$ cat src/rtl/add_arb2_if.sv
// Request/grant and response bundle for the two-requester shared adder.
// The master side drives requests; the slave side is the arbiter.
interface add_arb2_if #(
  parameter int W = 128
);
  logic         req0;
  logic         chain0;
  logic [W-1:0] a0;
  logic [W-1:0] b0;
  logic         cin0;
  logic         gnt0;

  logic         req1;
  logic         chain1;
  logic [W-1:0] a1;
  logic [W-1:0] b1;
  logic         cin1;
  logic         gnt1;

  logic         rsp_valid;
  logic         rsp_id;
  logic [W-1:0] rsp_sum;
  logic         rsp_cout;

  modport master (
    output req0, chain0, a0, b0, cin0,
    output req1, chain1, a1, b1, cin1,
    input  gnt0, gnt1,
    input  rsp_valid, rsp_id, rsp_sum, rsp_cout
  );

  modport slave (
    input  req0, chain0, a0, b0, cin0,
    input  req1, chain1, a1, b1, cin1,
    output gnt0, gnt1,
    output rsp_valid, rsp_id, rsp_sum, rsp_cout
  );
endinterface

$ cat src/rtl/add_arb2.sv
// Round-robin arbiter feeding one shared ripple adder through a
// 2-stage pipeline, with a stored carry per requester for chaining.
module add_arb2 #(
  parameter int W = 128
) (
  input  logic       clk,
  input  logic       rst_n,
  add_arb2_if.slave  bus
);

  localparam int NS = W / 16;

  typedef struct packed {
    logic [W-1:0] a;
    logic [W-1:0] b;
    logic         cin;
    logic         chain;
    logic         id;
  } s1_t;

  function automatic logic [16:0] rca16(
    input logic [15:0] a,
    input logic [15:0] b,
    input logic        ci
  );
    logic [15:0] s;
    logic        c;
    c = ci;
    for (int i = 0; i < 16; i++) begin
      s[i] = a[i] ^ b[i] ^ c;
      c    = (a[i] & b[i]) | (c & (a[i] ^ b[i]));
    end
    return {c, s};
  endfunction

  logic         ptr_q, ptr_d;
  logic [1:0]   carry_q, carry_d;
  logic         s1_valid_q, s1_valid_d;
  s1_t          s1_q, s1_d;
  logic         rsp_valid_q, rsp_valid_d;
  logic         rsp_id_q, rsp_id_d;
  logic [W-1:0] rsp_sum_q, rsp_sum_d;
  logic         rsp_cout_q, rsp_cout_d;

  logic         g0, g1, acc, cin_eff;
  logic [W-1:0] sum;
  logic         cout, cy;
  logic [16:0]  sl;

  always_comb begin
    g0 = 1'b0;
    g1 = 1'b0;
    if (rst_n) begin
      unique case (1'b1)
        (bus.req0 & ~bus.req1): g0 = 1'b1;
        (bus.req1 & ~bus.req0): g1 = 1'b1;
        (bus.req0 & bus.req1): begin
          g0 = ~ptr_q;
          g1 = ptr_q;
        end
        default: ;
      endcase
    end
  end

  assign acc      = g0 | g1;
  assign bus.gnt0 = g0;
  assign bus.gnt1 = g1;

  assign cin_eff = s1_q.chain ? carry_q[s1_q.id] : s1_q.cin;

  // Ripple of 16-bit slices, carry threaded slice to slice
  always_comb begin
    sum = '0;
    sl  = '0;
    cy  = cin_eff;
    for (int k = 0; k < NS; k++) begin
      sl = rca16(s1_q.a[k*16 +: 16], s1_q.b[k*16 +: 16], cy);
      sum[k*16 +: 16] = sl[15:0];
      cy = sl[16];
    end
    cout = cy;
  end

  always_comb begin
    ptr_d       = ptr_q;
    s1_valid_d  = acc;
    s1_d        = s1_q;
    carry_d     = carry_q;
    rsp_valid_d = 1'b0;
    rsp_id_d    = rsp_id_q;
    rsp_sum_d   = rsp_sum_q;
    rsp_cout_d  = rsp_cout_q;
    if (acc) begin
      ptr_d = ~g1;
      if (g1) begin
        s1_d = '{a: bus.a1, b: bus.b1, cin: bus.cin1,
                 chain: bus.chain1, id: 1'b1};
      end else begin
        s1_d = '{a: bus.a0, b: bus.b0, cin: bus.cin0,
                 chain: bus.chain0, id: 1'b0};
      end
    end
    if (s1_valid_q) begin
      rsp_valid_d         = 1'b1;
      rsp_id_d            = s1_q.id;
      rsp_sum_d           = sum;
      rsp_cout_d          = cout;
      carry_d[s1_q.id]    = cout;
    end
  end

  always_ff @(posedge clk) begin
    if (!rst_n) begin
      ptr_q       <= 1'b0;
      carry_q     <= '0;
      s1_valid_q  <= 1'b0;
      s1_q        <= '0;
      rsp_valid_q <= 1'b0;
      rsp_id_q    <= 1'b0;
      rsp_sum_q   <= '0;
      rsp_cout_q  <= 1'b0;
    end else begin
      ptr_q       <= ptr_d;
      carry_q     <= carry_d;
      s1_valid_q  <= s1_valid_d;
      s1_q        <= s1_d;
      rsp_valid_q <= rsp_valid_d;
      rsp_id_q    <= rsp_id_d;
      rsp_sum_q   <= rsp_sum_d;
      rsp_cout_q  <= rsp_cout_d;
    end
  end

  assign bus.rsp_valid = rsp_valid_q;
  assign bus.rsp_id    = rsp_id_q;
  assign bus.rsp_sum   = rsp_sum_q;
  assign bus.rsp_cout  = rsp_cout_q;

endmodule

$ cat src/flat_wrapper.sv
// flat-port wrapper written by rule: the top's interface ports become plain ports
module add_arb2_flat 
#(
  parameter int W = 128
)
  (clk, rst_n, bus_req0, bus_chain0, bus_a0, bus_b0, bus_cin0, bus_req1, bus_chain1, bus_a1, bus_b1, bus_cin1, bus_gnt0, bus_gnt1, bus_rsp_valid, bus_rsp_id, bus_rsp_sum, bus_rsp_cout);
  add_arb2_if #(.W(W)) bus_i ();
  input  logic clk;
  input  logic rst_n;
  input wire logic [$bits(bus_i.req0)-1:0] bus_req0;
  input wire logic [$bits(bus_i.chain0)-1:0] bus_chain0;
  input wire logic [$bits(bus_i.a0)-1:0] bus_a0;
  input wire logic [$bits(bus_i.b0)-1:0] bus_b0;
  input wire logic [$bits(bus_i.cin0)-1:0] bus_cin0;
  input wire logic [$bits(bus_i.req1)-1:0] bus_req1;
  input wire logic [$bits(bus_i.chain1)-1:0] bus_chain1;
  input wire logic [$bits(bus_i.a1)-1:0] bus_a1;
  input wire logic [$bits(bus_i.b1)-1:0] bus_b1;
  input wire logic [$bits(bus_i.cin1)-1:0] bus_cin1;
  output wire logic [$bits(bus_i.gnt0)-1:0] bus_gnt0;
  output wire logic [$bits(bus_i.gnt1)-1:0] bus_gnt1;
  output wire logic [$bits(bus_i.rsp_valid)-1:0] bus_rsp_valid;
  output wire logic [$bits(bus_i.rsp_id)-1:0] bus_rsp_id;
  output wire logic [$bits(bus_i.rsp_sum)-1:0] bus_rsp_sum;
  output wire logic [$bits(bus_i.rsp_cout)-1:0] bus_rsp_cout;
  assign bus_i.req0 = bus_req0;
  assign bus_i.chain0 = bus_chain0;
  assign bus_i.a0 = bus_a0;
  assign bus_i.b0 = bus_b0;
  assign bus_i.cin0 = bus_cin0;
  assign bus_i.req1 = bus_req1;
  assign bus_i.chain1 = bus_chain1;
  assign bus_i.a1 = bus_a1;
  assign bus_i.b1 = bus_b1;
  assign bus_i.cin1 = bus_cin1;
  assign bus_gnt0 = bus_i.gnt0;
  assign bus_gnt1 = bus_i.gnt1;
  assign bus_rsp_valid = bus_i.rsp_valid;
  assign bus_rsp_id = bus_i.rsp_id;
  assign bus_rsp_sum = bus_i.rsp_sum;
  assign bus_rsp_cout = bus_i.rsp_cout;
  add_arb2 #(.W(W)) u_core (.clk(clk), .rst_n(rst_n), .bus(bus_i));
endmodule
$ cat config.mk
export PLATFORM = sky130hd
export DESIGN_NAME = add_arb2_flat
export DESIGN_NICKNAME = d
export VERILOG_FILES = /design/src/rtl/add_arb2_if.sv /design/src/rtl/add_arb2.sv /design/src/flat_wrapper.sv
export SDC_FILE = /design/constraint.sdc
export NUM_CORES = 1
export LEC_CHECK = 0
export CELL_PAD_IN_SITES_DETAIL_PLACEMENT = 0
export CELL_PAD_IN_SITES_GLOBAL_PLACEMENT = 1
export CORE_AREA = 2 2 254 256
export CTS_CLUSTER_SIZE = 10
export DETAILED_ROUTE_END_ITERATION = 10
export DIE_AREA = 0 0 256 258
export GPL_TIMING_DRIVEN = 0
export PLACE_DENSITY_LB_ADDON = 0.1
export SLEW_MARGIN = 20
export SYNTH_ARGS = -nofsm -noshare
export SYNTH_HDL_FRONTEND = slang
export SYNTH_SLANG_ARGS = --single-unit
$ cat constraint.sdc
create_clock -name clk -period 61.3 [get_ports clk]
set_input_delay 6.13 -clock clk [delete_from_list [all_inputs] [get_ports clk]]
set_output_delay 6.13 -clock clk [all_outputs]
set_load 0.01 [all_outputs]
==> summary.md <==
| Metric | Value |
|---|---|
| Status | complete, no violations |
| CP Max Fanout | 6 |
| Register area share after synthesis | 0.432 |
| Maxcap violations | 0 |
| CTS clk-pin slew, worst paths | 0.06 ns |
| Post-Route WL | 78100 um |
| Async SR Flop Fraction | 0 |
| R2R cell count | 134 |
| Slew Limit Fails | 0 |
| Fin nets | 2992 |
| Starting density of the core | 0.287 |
| H-tree depth | 2 |
| Share of cells above drive strength 1 | 0.0636 |
| Data arrival time of the worst path | 59.80 ns |
| Leak | 11.1 nW |
| Clk_lat worst skew | 0.59 ns |
| FF-to-FF Start | u_core.s1_q[0] |
| FILL cells | 6146 |
| Number of clock sinks | 394 |
| DR WL/cell | 24.0 um |
| Synth area leader | dfxtp_1 |
| Post-CTS Setup Inserts | 0 |
| Period utilization | 0.967 |
| Syn-to-layout area delta | 50.7% |
| 1st-iter DRT viols | 777 |
| FF+latch count, synth | 394 |
| CP Data Required Time | 61.79 ns |
| Cell variety after synth | 23 |
| Ys flop type | dfxtp_1 |
| FF/Latch Area | 7890 um^2 |
| Startpoint types | register |
| Die Wd | 256 um |
| Crit path from | u_core.s1_q[0] |
| Setup violators final | 0 |
| Fin crit period | 59.30 ns |
| Core area | 63600 um^2 |
| Setup TNS | 0 ns |
| Syn_nets | 2287 |
| Antenna violation net count after detailed routing | 0 |
| Final hold vios | 0 |
| I/O Buffers | 651 |
| Yosys warning total | 0 |
| Util after Layout | 0.433 |
| Worst VDD drop | 0.0188 mV |
| Final GP Congestion | 0.872 |
| Multi-input logic area | 9110 um^2 |
| Max stage delay on crit path | 0.49 ns |
| First-pass GRT wire length | 112000 um |
| Post-synth EDFFs | 0 |
| Slowest-stage cell, CP | fa_1 |
| Via count | 16100 |
| RSZ-0062 raised after global routing | no |
| Type of the most critical hold path | register to register |
| Slew HR | 0.208 |
| GRT Total Usage | 0.230 |
| Tightest Pin Transition | 1.19 ns |
| Grt total ovfl | 0 |
| Ranking of synthesized cells by area | dfxtp_1 (43%), a221o_1 (14%), fa_1 (14%) |
| Synth Area per Inst | 11.2 um^2 |
| CTS Buffer Depth | 3 |
| Via density | 4.96 |
| Fmax achieved | 16.9 MHz |
| Hold buffer count at CTS | 0 |
| Mapped Cells | 1639 |
| HPWL Detailed | 61400 um |
| CP endpoint | u_core.bus.rsp_sum[127] |
| TritonRoute pass-1 iters | 5 |
| Initial antenna violation count | 33 |
| Vias in the first global route | 17300 |
| Final setup margin | 2.00 ns |
| Cell Rows | 93 |
| Post-synthesis cell area | 18300 um^2 |
| CP dominant cell by count | fa_1 |
| Worst R2R Setup Slack | 2.00 ns |
| Kind of critical path | register to register |
| Power Density | 25.8 nW/um^2 |
| Total die area | 66000 um^2 |
| Reg2reg end | u_core.bus.rsp_sum[127] |
| CTS root buf | clkbuf_16 |
| CTS Buf Count | 49 |
| Drc violations | 0 |
| Largest net degree at the start of global routing | 13 |
| Placement Setup Slack | -0.133 ns |
| Synth top area share | 0.432 |
| Clock skew | 0.0339 ns |
| Die Ht | 258 um |
| Ports | 653 |
| CTS tree | done |
| Crit. End Element | register |
stage by stage:
stage	area (um^2)	hold slack [ns]	cells	total power, mW
after CTS	27400	0.489	3228	0.719
final	27500	0.487	3251	0.709
after detailed placement	25900	0.475	3147	0.437
after global routing	27500	0.518	3242	0.742
after global placement	25900	0.473	3145	0.435
after floorplan	18300	0.456	1639	0.356
critical path, delay by kind of cell (launching register included):
| kind | cells | cell delay (ns) |
|---|---|---|
| adder cells (fa/ha/maj) | 128 | 57.99 |
| buffers and inverters | 3 | 0.25 |
| AO/OA/AOI/OAI | 2 | 0.36 |
| multiplexers | 1 | 0.24 |
| flip-flops | 1 | 0.39 |
cells in the mapped netlist (2+ instances only):
library cell	number
a2111oi_0	149
a211oi_1	4
a21oi_1	2
a221o_1	258
and2_1	110
buf_1	8
buf_2	28
buf_4	13
buf_6	9
clkbuf_1	107
dfxtp_1	394
fa_1	128
inv_1	157
mux2i_1	128
nand2_1	2
nor2_1	134
o211a_1	2
repair_timing:
| item | 4_1_cts | 5_1_grt |
|---|---|---|
| setup endpoints to repair | 4 | 7 |
| resized for setup | 7 | 25 |
| hold endpoints to repair | 0 | 0 |
final cells by class:
type / instances / share of cell area
Sequential cell: 394 / 0.286
Antenna cell: 22 / 0.00200
Clock buffer: 75 / 0.0518
Clock inverter: 6 / 0.00213
Multi-Input combinational cell: 922 / 0.331
Timing Repair Buffer: 654 / 0.238
Buffer: 165 / 0.0281
Tap cell: 855 / 0.0388
Inverter: 158 / 0.0215
how the worst min path moves through the flow:
| stage | startpoint | to | slack (ns) | cells past startpoint |
|---|---|---|---|---|
| after detailed placement | u_core.s1_q[258] | u_core.s1_q[258] | 0.48 | 1 |
| after floorplan | u_core.s1_q[130] | u_core.s1_q[130] | 0.46 | 1 |
| after global placement | u_core.bus.rsp_sum[13] | u_core.bus.rsp_sum[13] | 0.47 | 2 |
| after global routing | u_core.s1_q[16] | u_core.s1_q[16] | 0.52 | 1 |
| final | u_core.bus.rsp_sum[78] | u_core.bus.rsp_sum[78] | 0.49 | 2 |
| after CTS | u_core.s1_q[258] | u_core.s1_q[258] | 0.49 | 1 |
cells by family after synthesis:
logic type | after synthesis | synth area share
compound gates | 417 | 0.217
flops | 394 | 0.432
buf+inv | 323 | 0.0746
simple gates | 249 | 0.0667
mux | 128 | 0.0701
fa+ha+maj | 128 | 0.140
layer usage:
layer  track usage  vias up  wire (um)
li1              -     7544          -
met1         0.269     7838      31200
met2         0.389      563      38300
met3        0.0705      145       5730
met4        0.0981       22       2660
met5             0        -        149
layout by cell type, fill, tap and decap left out, drive strengths merged:
cell / count
clkdlybuf4s50: 651
a221o: 258
inv: 159
nor2: 134
nor3b: 1
a211oi: 4
diode: 22
a311oi: 1
a2111oi: 149
o21bai: 1
and3: 1
a21oi: 2
o211a: 2
dfxtp: 394
buf: 61
nand2: 2
clkbuf: 182
bufinv: 1
clkinv: 4
mux2i: 128
nor2b: 1
fa: 128
and2: 110
registers in the layout, summed over array words and instances (netlist names):
register / flops
u_core.s1_valid_q: 1
u_core.bus.rsp_sum: 128
u_core.carry_q: 2
u_core.bus.rsp_cout: 1
u_core.bus.rsp_valid: 1
u_core.s1_q: 259
u_core.ptr_q: 1
u_core.bus.rsp_id: 1
report_power, final:
group,switching [mW],total (mW),internal [mW]
Sequential,0.0166,0.295,0.279
Combinational,0.0595,0.136,0.0766
Clock,0.115,0.278,0.162
Total,0.192,0.709,0.518
No activity file was read; power rests on OpenSTA's default activity.
